File: src/rtl/amstrad_crtc.sv
// UM6845R (type 1) CRTC: character-rate HSYNC/VSYNC/DE timing and MA/RA video address generation.
// Optional readback of R12-R17 and status via &BFxx is enabled with `define CRTC_READBACK_EN.
module amstrad_crtc (
  input  logic        CLK,
  input  logic        RESET,
  input  logic        CE_1M,
  input  logic        WE,
  input  logic        RE,
  input  logic        A,
  input  logic [7:0]  D,
  output logic [7:0]  Q,
  output logic [13:0] MA,
  output logic [4:0]  RA,
  output logic        HSYNC,
  output logic        VSYNC,
  output logic        DE
);

  function automatic logic [7:0] reg_default(input int idx);
    case (idx)
      0:       return 8'd63;
      1:       return 8'd40;
      2:       return 8'd46;
      3:       return 8'h8E;
      4:       return 8'd38;
      6:       return 8'd25;
      7:       return 8'd30;
      9:       return 8'd7;
      12:      return 8'h30;
      default: return 8'h00;
    endcase
  endfunction

  function automatic logic [7:0] reg_mask(input logic [4:0] idx);
    case (idx)
      5'd4, 5'd6, 5'd7: return 8'h7F;
      5'd5, 5'd9:       return 8'h1F;
      5'd12:            return 8'h3F;
      default:          return 8'hFF;
    endcase
  endfunction

  logic [4:0]  ar_q, ar_d;
  logic [7:0]  regs_q [0:17];
  logic [7:0]  regs_d [0:17];

  logic [7:0]  hcc_q, hcc_d;
  logic [4:0]  vlc_q, vlc_d;
  logic [6:0]  vcc_q, vcc_d;
  logic [4:0]  adj_q, adj_d;
  logic        in_adj_q, in_adj_d;
  logic [13:0] row_base_q, row_base_d;
  logic        sol_q, sol_d;
  logic        hsync_q, hsync_d;
  logic [3:0]  hsw_cnt_q, hsw_cnt_d;
  logic        vsync_q, vsync_d;
  logic [3:0]  vsw_cnt_q, vsw_cnt_d;
  logic        hdisp_q, hdisp_d;
  logic        vdisp_q, vdisp_d;
  logic [13:0] ma_q, ma_d;
  logic [4:0]  ra_q, ra_d;
  logic        de_q, de_d;
  logic [7:0]  q_q, q_d;

  logic [7:0]  htotal, hdisp_end, hsync_pos;
  logic [3:0]  hsw;
  logic [6:0]  vtotal, vdisp_end, vsync_pos;
  logic [4:0]  vadjust, max_ras;
  logic [13:0] start_addr;
  logic        eol, frame_end, vblank;
  logic        unused_bits;

  assign htotal     = regs_q[0];
  assign hdisp_end  = regs_q[1];
  assign hsync_pos  = regs_q[2];
  assign hsw        = regs_q[3][3:0];
  assign vtotal     = regs_q[4][6:0];
  assign vadjust    = regs_q[5][4:0];
  assign vdisp_end  = regs_q[6][6:0];
  assign vsync_pos  = regs_q[7][6:0];
  assign max_ras    = regs_q[9][4:0];
  assign start_addr = {regs_q[12][5:0], regs_q[13]};

  assign eol    = (hcc_q == htotal);
  assign vblank = in_adj_q || (vcc_q >= vdisp_end);

  // Stored-only registers and the read strobe in the write-only build are sunk here.
  always_comb begin
    unused_bits = RE ^ vblank;
    for (int i = 0; i < 18; i++) unused_bits = unused_bits ^ (^regs_q[i]);
  end

  always_comb begin
    // NOTE: every variable gets a default first so no path leaves it unassigned (no latches).
    regs_d = regs_q;
    ar_d   = ar_q;
    if (WE) begin
      if (!A)                 ar_d = D[4:0];
      else if (ar_q <= 5'd17) regs_d[ar_q] = D & reg_mask(ar_q);
    end
  end

  always_comb begin
    hcc_d      = hcc_q;
    vlc_d      = vlc_q;
    vcc_d      = vcc_q;
    adj_d      = adj_q;
    in_adj_d   = in_adj_q;
    row_base_d = row_base_q;
    sol_d      = sol_q;
    hsync_d    = hsync_q;
    hsw_cnt_d  = hsw_cnt_q;
    vsync_d    = vsync_q;
    vsw_cnt_d  = vsw_cnt_q;
    hdisp_d    = hdisp_q;
    vdisp_d    = vdisp_q;
    ma_d       = ma_q;
    ra_d       = ra_q;
    de_d       = de_q;
    frame_end  = 1'b0;

    if (CE_1M) begin
      hcc_d = eol ? 8'd0 : hcc_q + 8'd1;
      sol_d = eol;

      if (hsync_q) begin
        if ({1'b0, hsw_cnt_q} + 5'd1 >= {1'b0, hsw}) hsync_d = 1'b0;
        else                                         hsw_cnt_d = hsw_cnt_q + 4'd1;
      end else if (hcc_q == hsync_pos && hsw != 4'd0) begin
        hsync_d   = 1'b1;
        hsw_cnt_d = 4'd0;
      end

      if (hcc_q == hdisp_end) hdisp_d = 1'b0;
      else if (hcc_q == 8'd0) hdisp_d = 1'b1;

      // VSYNC width is counted in whole lines at each line's first character.
      if (sol_q) begin
        if (vsync_q) begin
          if (vsw_cnt_q == 4'd15) vsync_d = 1'b0;
          else                    vsw_cnt_d = vsw_cnt_q + 4'd1;
        end else if (!in_adj_q && vcc_q == vsync_pos && vlc_q == 5'd0) begin
          vsync_d   = 1'b1;
          vsw_cnt_d = 4'd0;
        end
      end

      if (eol) begin
        if (vlc_q == max_ras) row_base_d = row_base_q + {6'b0, hdisp_end};
        if (in_adj_q) begin
          if ({1'b0, adj_q} + 6'd1 >= {1'b0, vadjust}) frame_end = 1'b1;
          else                                         adj_d = adj_q + 5'd1;
        end else if (vlc_q != max_ras) begin
          vlc_d = vlc_q + 5'd1;
        end else if (vcc_q != vtotal) begin
          vlc_d = 5'd0;
          vcc_d = vcc_q + 7'd1;
          if (vcc_q + 7'd1 == vdisp_end) vdisp_d = 1'b0;
        end else if (vadjust != 5'd0) begin
          vlc_d    = 5'd0;
          in_adj_d = 1'b1;
          adj_d    = 5'd0;
        end else begin
          frame_end = 1'b1;
        end
        if (frame_end) begin
          vcc_d      = 7'd0;
          vlc_d      = 5'd0;
          in_adj_d   = 1'b0;
          adj_d      = 5'd0;
          row_base_d = start_addr;
          vdisp_d    = (vdisp_end != 7'd0);
        end
      end

      ma_d = row_base_q + {6'b0, hcc_q};
      ra_d = vlc_q;
      de_d = hdisp_d && vdisp_q && !in_adj_q && (vdisp_end != 7'd0);
    end
  end

  always_comb begin
    q_d = q_q;
`ifdef CRTC_READBACK_EN
    if (RE && A) begin
      if (ar_q >= 5'd12 && ar_q <= 5'd17) q_d = regs_q[ar_q];
      else if (ar_q == 5'd31)             q_d = {2'b00, vblank, 5'b00000};
      else                                q_d = 8'h00;
    end
`else
    q_d = 8'hFF;
`endif
  end

  always_ff @(posedge CLK) begin
    if (RESET) begin
      // NOTE: the register file is reset too, since its defaults define the power-on video timing.
      for (int i = 0; i < 18; i++) regs_q[i] <= reg_default(i);
      ar_q       <= 5'd0;
      hcc_q      <= 8'd0;
      vlc_q      <= 5'd0;
      vcc_q      <= 7'd0;
      adj_q      <= 5'd0;
      in_adj_q   <= 1'b0;
      row_base_q <= 14'h3000;
      sol_q      <= 1'b1;
      hsync_q    <= 1'b0;
      hsw_cnt_q  <= 4'd0;
      vsync_q    <= 1'b0;
      vsw_cnt_q  <= 4'd0;
      hdisp_q    <= 1'b0;
      vdisp_q    <= 1'b1;
      ma_q       <= 14'h3000;
      ra_q       <= 5'd0;
      de_q       <= 1'b0;
      q_q        <= 8'hFF;
    end else begin
      // NOTE: non-blocking assignments so every flop samples pre-edge values.
      regs_q     <= regs_d;
      ar_q       <= ar_d;
      hcc_q      <= hcc_d;
      vlc_q      <= vlc_d;
      vcc_q      <= vcc_d;
      adj_q      <= adj_d;
      in_adj_q   <= in_adj_d;
      row_base_q <= row_base_d;
      sol_q      <= sol_d;
      hsync_q    <= hsync_d;
      hsw_cnt_q  <= hsw_cnt_d;
      vsync_q    <= vsync_d;
      vsw_cnt_q  <= vsw_cnt_d;
      hdisp_q    <= hdisp_d;
      vdisp_q    <= vdisp_d;
      ma_q       <= ma_d;
      ra_q       <= ra_d;
      de_q       <= de_d;
      q_q        <= q_d;
    end
  end

  assign Q     = q_q;
  assign MA    = ma_q;
  assign RA    = ra_q;
  assign HSYNC = hsync_q;
  assign VSYNC = vsync_q;
  assign DE    = de_q;

endmodule

File: config.mk
export PLATFORM = sky130hd
export DESIGN_NAME = amstrad_crtc
export DESIGN_NICKNAME = d
export VERILOG_FILES = /design/src/rtl/amstrad_crtc.sv
export SDC_FILE = /design/constraint.sdc
export NUM_CORES = 1
export LEC_CHECK = 0
export CORE_UTILIZATION = 55
export CTS_BUF_LIST = sky130_fd_sc_hd__clkbuf_4
export CTS_CLUSTER_SIZE = 24
export DETAILED_ROUTE_END_ITERATION = 10
export PLACE_DENSITY = 0.8
export SLEW_MARGIN = 10
export SYNTH_ARGS = -nofsm -noshare
export SYNTH_HDL_FRONTEND = slang
export SYNTH_SLANG_ARGS = --single-unit
File: constraint.sdc
create_clock -name CLK -period 3.5 [get_ports CLK]
set_input_delay 0.7 -clock CLK [delete_from_list [all_inputs] [get_ports CLK]]
set_output_delay 0.7 -clock CLK [all_outputs]
set_load 0.01 [all_outputs]
==> metrics.md <==
| Metric | Value |
|---|---|
| Worst Path Arrival | `3.44 ns` |
| Seq/Total Area, Yosys | `a little under two fifths` |
| Clock Skew | `between 0.02 and 0.025 ns` |
| CP required | `~4.0 ns` |
| H-Tree Depth | `4` |
| Async S/R FF share, synth | `0%` |
| VDD IR-drop max | `between 0.2 and 0.25 mV` |
| CP Launch Type | `flop` |
| Final non-filler cell total | `1,187` |
| R2R depth | `10` |
| Fin Setup TNS | `0 ns` |
| Post-cts resize count | `0` |
| Final RePlAce weighted congestion | `0.884` |
| Worst slew margin | `a little under half` |
| Fin crit period | `between 2 and 3 ns` |
| Reg2reg setup slack | `about 0.55 ns` |
| Top FF cell, synth | `dfxtp_1` |
| Switching Share | `between 20% and 30%` |
| Crit path max fanout | `10` |
| Power density cells | `347 nW/um2` |
| Row count | `44` |
| R2r startpoint | `adj_q[0]` |
| CTS tree | `done` |
| Initial DRC count | `just over 600` |
| Fin crit share | `approximately 84%` |
| Dpl cell area | `8650 um2` |
| Hold_buf cts | `0` |
| Die height | `124 um` |
| Full die area | `15,400 um2` |
| Post-CTS setup buffers | `0` |
| IO Pins | `44` |
| Placed cells | `between 1,000 and 1,500` |
| Via Count | `6,946` |
| Final number of setup-violating endpoints | `0` |
| CTS max path bufs | `2` |
| Measured slew at the worst slew-check pin | `between 0.8 and 0.9 ns` |
| Final wirelength | `19,100 um` |
| DRC Markers | `0` |
| Layout cells sized above 1 | `6.59%` |
| Initial antenna violation count | `1` |
| Total internal power | `roughly 2300 uW` |
| Initial Util | `around 56%` |
| Wirelength per Cell | `~16 um` |
| Multi-input gate area | `about 4800 um2` |
| Drt first pass iters | `5` |
| Maxcap violations | `0` |
| Hold path endpoint | `regs_q[45]` |
| Area occupied by registers | `about 3000 um2` |
| CTS Sinks | `~150` |
| Hold Path Depth | `3` |
| Vias per cell | `approximately 6` |
| CTS clk-pin slew, worst paths | `~0.13 ns` |
| Syn Inst Count | `980` |
| Worst setup EP type | `flop` |
| Hold_sp | `RESET` |
| Chip width | `roughly 120 um` |
| Sw Pwr | `772 uW` |
| Yosys warning count | `0` |
| Share of power burned in registers | `57.0%` |
| Clock latency on the worst-skew pair | `approximately 0.59 ns` |
| LEAKAGE | `0.00369 uW` |
| Post-DP HPWL | `~13,000 um` |
| Mapped Avg Cell Area | `between 8 and 9 um2` |
| WS Path Type | `reg2reg` |
| F_max | `around 0.34 GHz` |
| Core area | `about 15,000 um2` |
| Root Driver | `clkbuf_4` |
| Buffers on Ports | `34` |
| Final Max Slew Viols | `0` |
| Status | `finished, final reports clean` |
| Number of flops mapped to enable cells by yosys | `0` |
| Vias in the first global route | `between 6,000 and 7,000` |
| TritonCTS buffer count | `17` |
| Global route overflow | `0` |
| Clock power frac | `36.0%` |
| RSZ-0062 raised after global routing | `no` |
| Post-route design area | `about 8900 um2` |
| Area Overhead vs Synth | `8.94%` |
| FF+latch count, synth | `roughly 150` |
| Fin. Hold Viols | `0` |
| First-pass GRT wire length | `31,000 um` |
| Reg-to-reg endpoint | `row_base_q[0]` |
| Layout fillers | `1,270` |
| Hold/Removal Path Class | `in2reg` |
| Total Routing Usage GR | `between 20% and 30%` |
| Mapped cell area | `~8200 um2` |
| Antenna-violating nets left | `0` |
| Nets | `roughly 1,000` |
| Netlist cell types | `a little over 70` |
| Pin count of the biggest net entering global routing | `between 70 and 80` |
| Combinational power share | `under 10%` |
[how the worst max path moves through the flow]
stage	start	endpoint	slack (ns)	cells after the start
3_5_place_dp	adj_q[0]	row_base_q[0]	0.59	10
4_1_cts	adj_q[0]	row_base_q[0]	0.58	10
2_1_floorplan	adj_q[0]	vcc_q[4]	0.95	10
5_1_grt	adj_q[0]	vdisp_q	0.39	10
3_3_place_gp	adj_q[0]	row_base_q[0]	0.60	10
6_report	adj_q[0]	row_base_q[0]	0.55	10
[layout make-up]
type	count	share of cell area (%)
multi-input combinational	739	53.8
sequential	151	33.8
timing repair buffer	56	5.57
tap	184	2.58
clock buffer	20	1.68
clock inverter	12	1.50
inverter	24	1.01
antenna	1	0.0280
[critical path, cell delays in order (launching register included)]
cell and delay (ns):
dfxtp_1 0.43, ha_1 0.21, xor2_1 0.21, ha_1 0.28, a21oi_1 0.11, o21ai_0 0.21, a221o_1 0.51, a21oi_4 0.37
buf_4 0.26, mux2i_1 0.19, a21oi_1 0.08
[metrics by stage]
| stage | utilization [%] | power (uW) | setup slack (ns) | hold slack, ns |
|---|---|---|---|---|
| 2_1_floorplan | - | 1950 | 0.948 | 0.444 |
| 3_3_place_gp | 59.5 | 2020 | 0.600 | 0.459 |
| 3_5_place_dp | 59.5 | 2020 | 0.591 | 0.464 |
| 4_1_cts | 61.5 | 3110 | 0.582 | 0.419 |
| 5_1_grt | 61.5 | 3220 | 0.390 | 0.446 |
| 6_report | 61.5 | 3100 | 0.555 | 0.431 |
[layer usage]
layer	vias to the layer above	global-route usage [%]	share of wire, %
met5	-	0	0
met4	0	11.2	2.5
met3	28	5.08	5.7
met2	216	40.7	45
met1	3251	35.4	47
li1	3451	-	-
[power groups by stage]
| stage | combinational (uW) | clock (uW) | sequential, uW |
|---|---|---|---|
| floorplan | 152 | 0 | 1800 |
| global placement | 212 | 0 | 1800 |
| detailed placement | 216 | 0 | 1800 |
| CTS | 217 | 1130 | 1770 |
| global route | 239 | 1210 | 1770 |
| finish | 218 | 1120 | 1770 |
[cells in the final DEF (no fill, tap or decap), types with 8 or more instances in the layout]
cell             Yosys  final
dfxtp_1            151    151
nor2_1             106    106
nand2_1             93     93
nand3_1             73     73
mux2i_1             66     66
a21oi_1             56     56
xnor2_1             44     44
xor2_1              35     35
ha_1                33     33
clkdlybuf4s50_1      0     32
o21ai_0             31     31
inv_1               23     23
buf_4                9     23
clkbuf_4             0     20
nor3_1              19     19
nand4_1             14     14
a211oi_1            14     14
and3_1              13     13
nand2b_1            11     11
a31oi_1             11     11
o31ai_1             10     10
nor2b_1              9      9
nand3b_1             8      8
conb_1               1      8
[state kept, by name, summed over array words and instances (netlist names), 7 cells and up]
name and cells:
hcc_q 8, regs_q 40, hdisp_end 8, htotal 8, hsync_pos 8, MA 14
vcc_q 7, row_base_q 14
[cell usage after synthesis (all sizes together), types with 4 or more instances]
library cell	number	area [um2]
o211a	5	50.1
inv	24	90.1
mux2i	66	661
o21a	4	30.0
nand4	14	87.6
nand3	73	365
a211oi	14	105
a21oi	58	305
dfxtp	151	3020
o21ai	32	164
nand2	93	349
nor2b	9	56.3
nor4	7	43.8
nor3	20	105
nand4b	4	35.0
nand3b	8	60.1
xor2	35	307
clkbuf	51	191
and3	13	81.3
buf	22	135
a21o	6	45.0
nor2	106	398
o211ai	6	45.0
ha	33	413
o31ai	11	87.6
nand2b	11	68.8
xnor2	44	385
a31oi	11	68.8
[kinds of logic after synthesis]
family	Yosys count	synth area share, %
compound gates	174	14.1
xor+xnor	79	8.43
fa+ha+maj	35	5.52
buf+inv	97	5.08
flops	151	36.9
mux	67	8.19
other cells	1	0.0457
simple gates	376	21.8
Note: power is estimated with default switching activity, not from simulation.
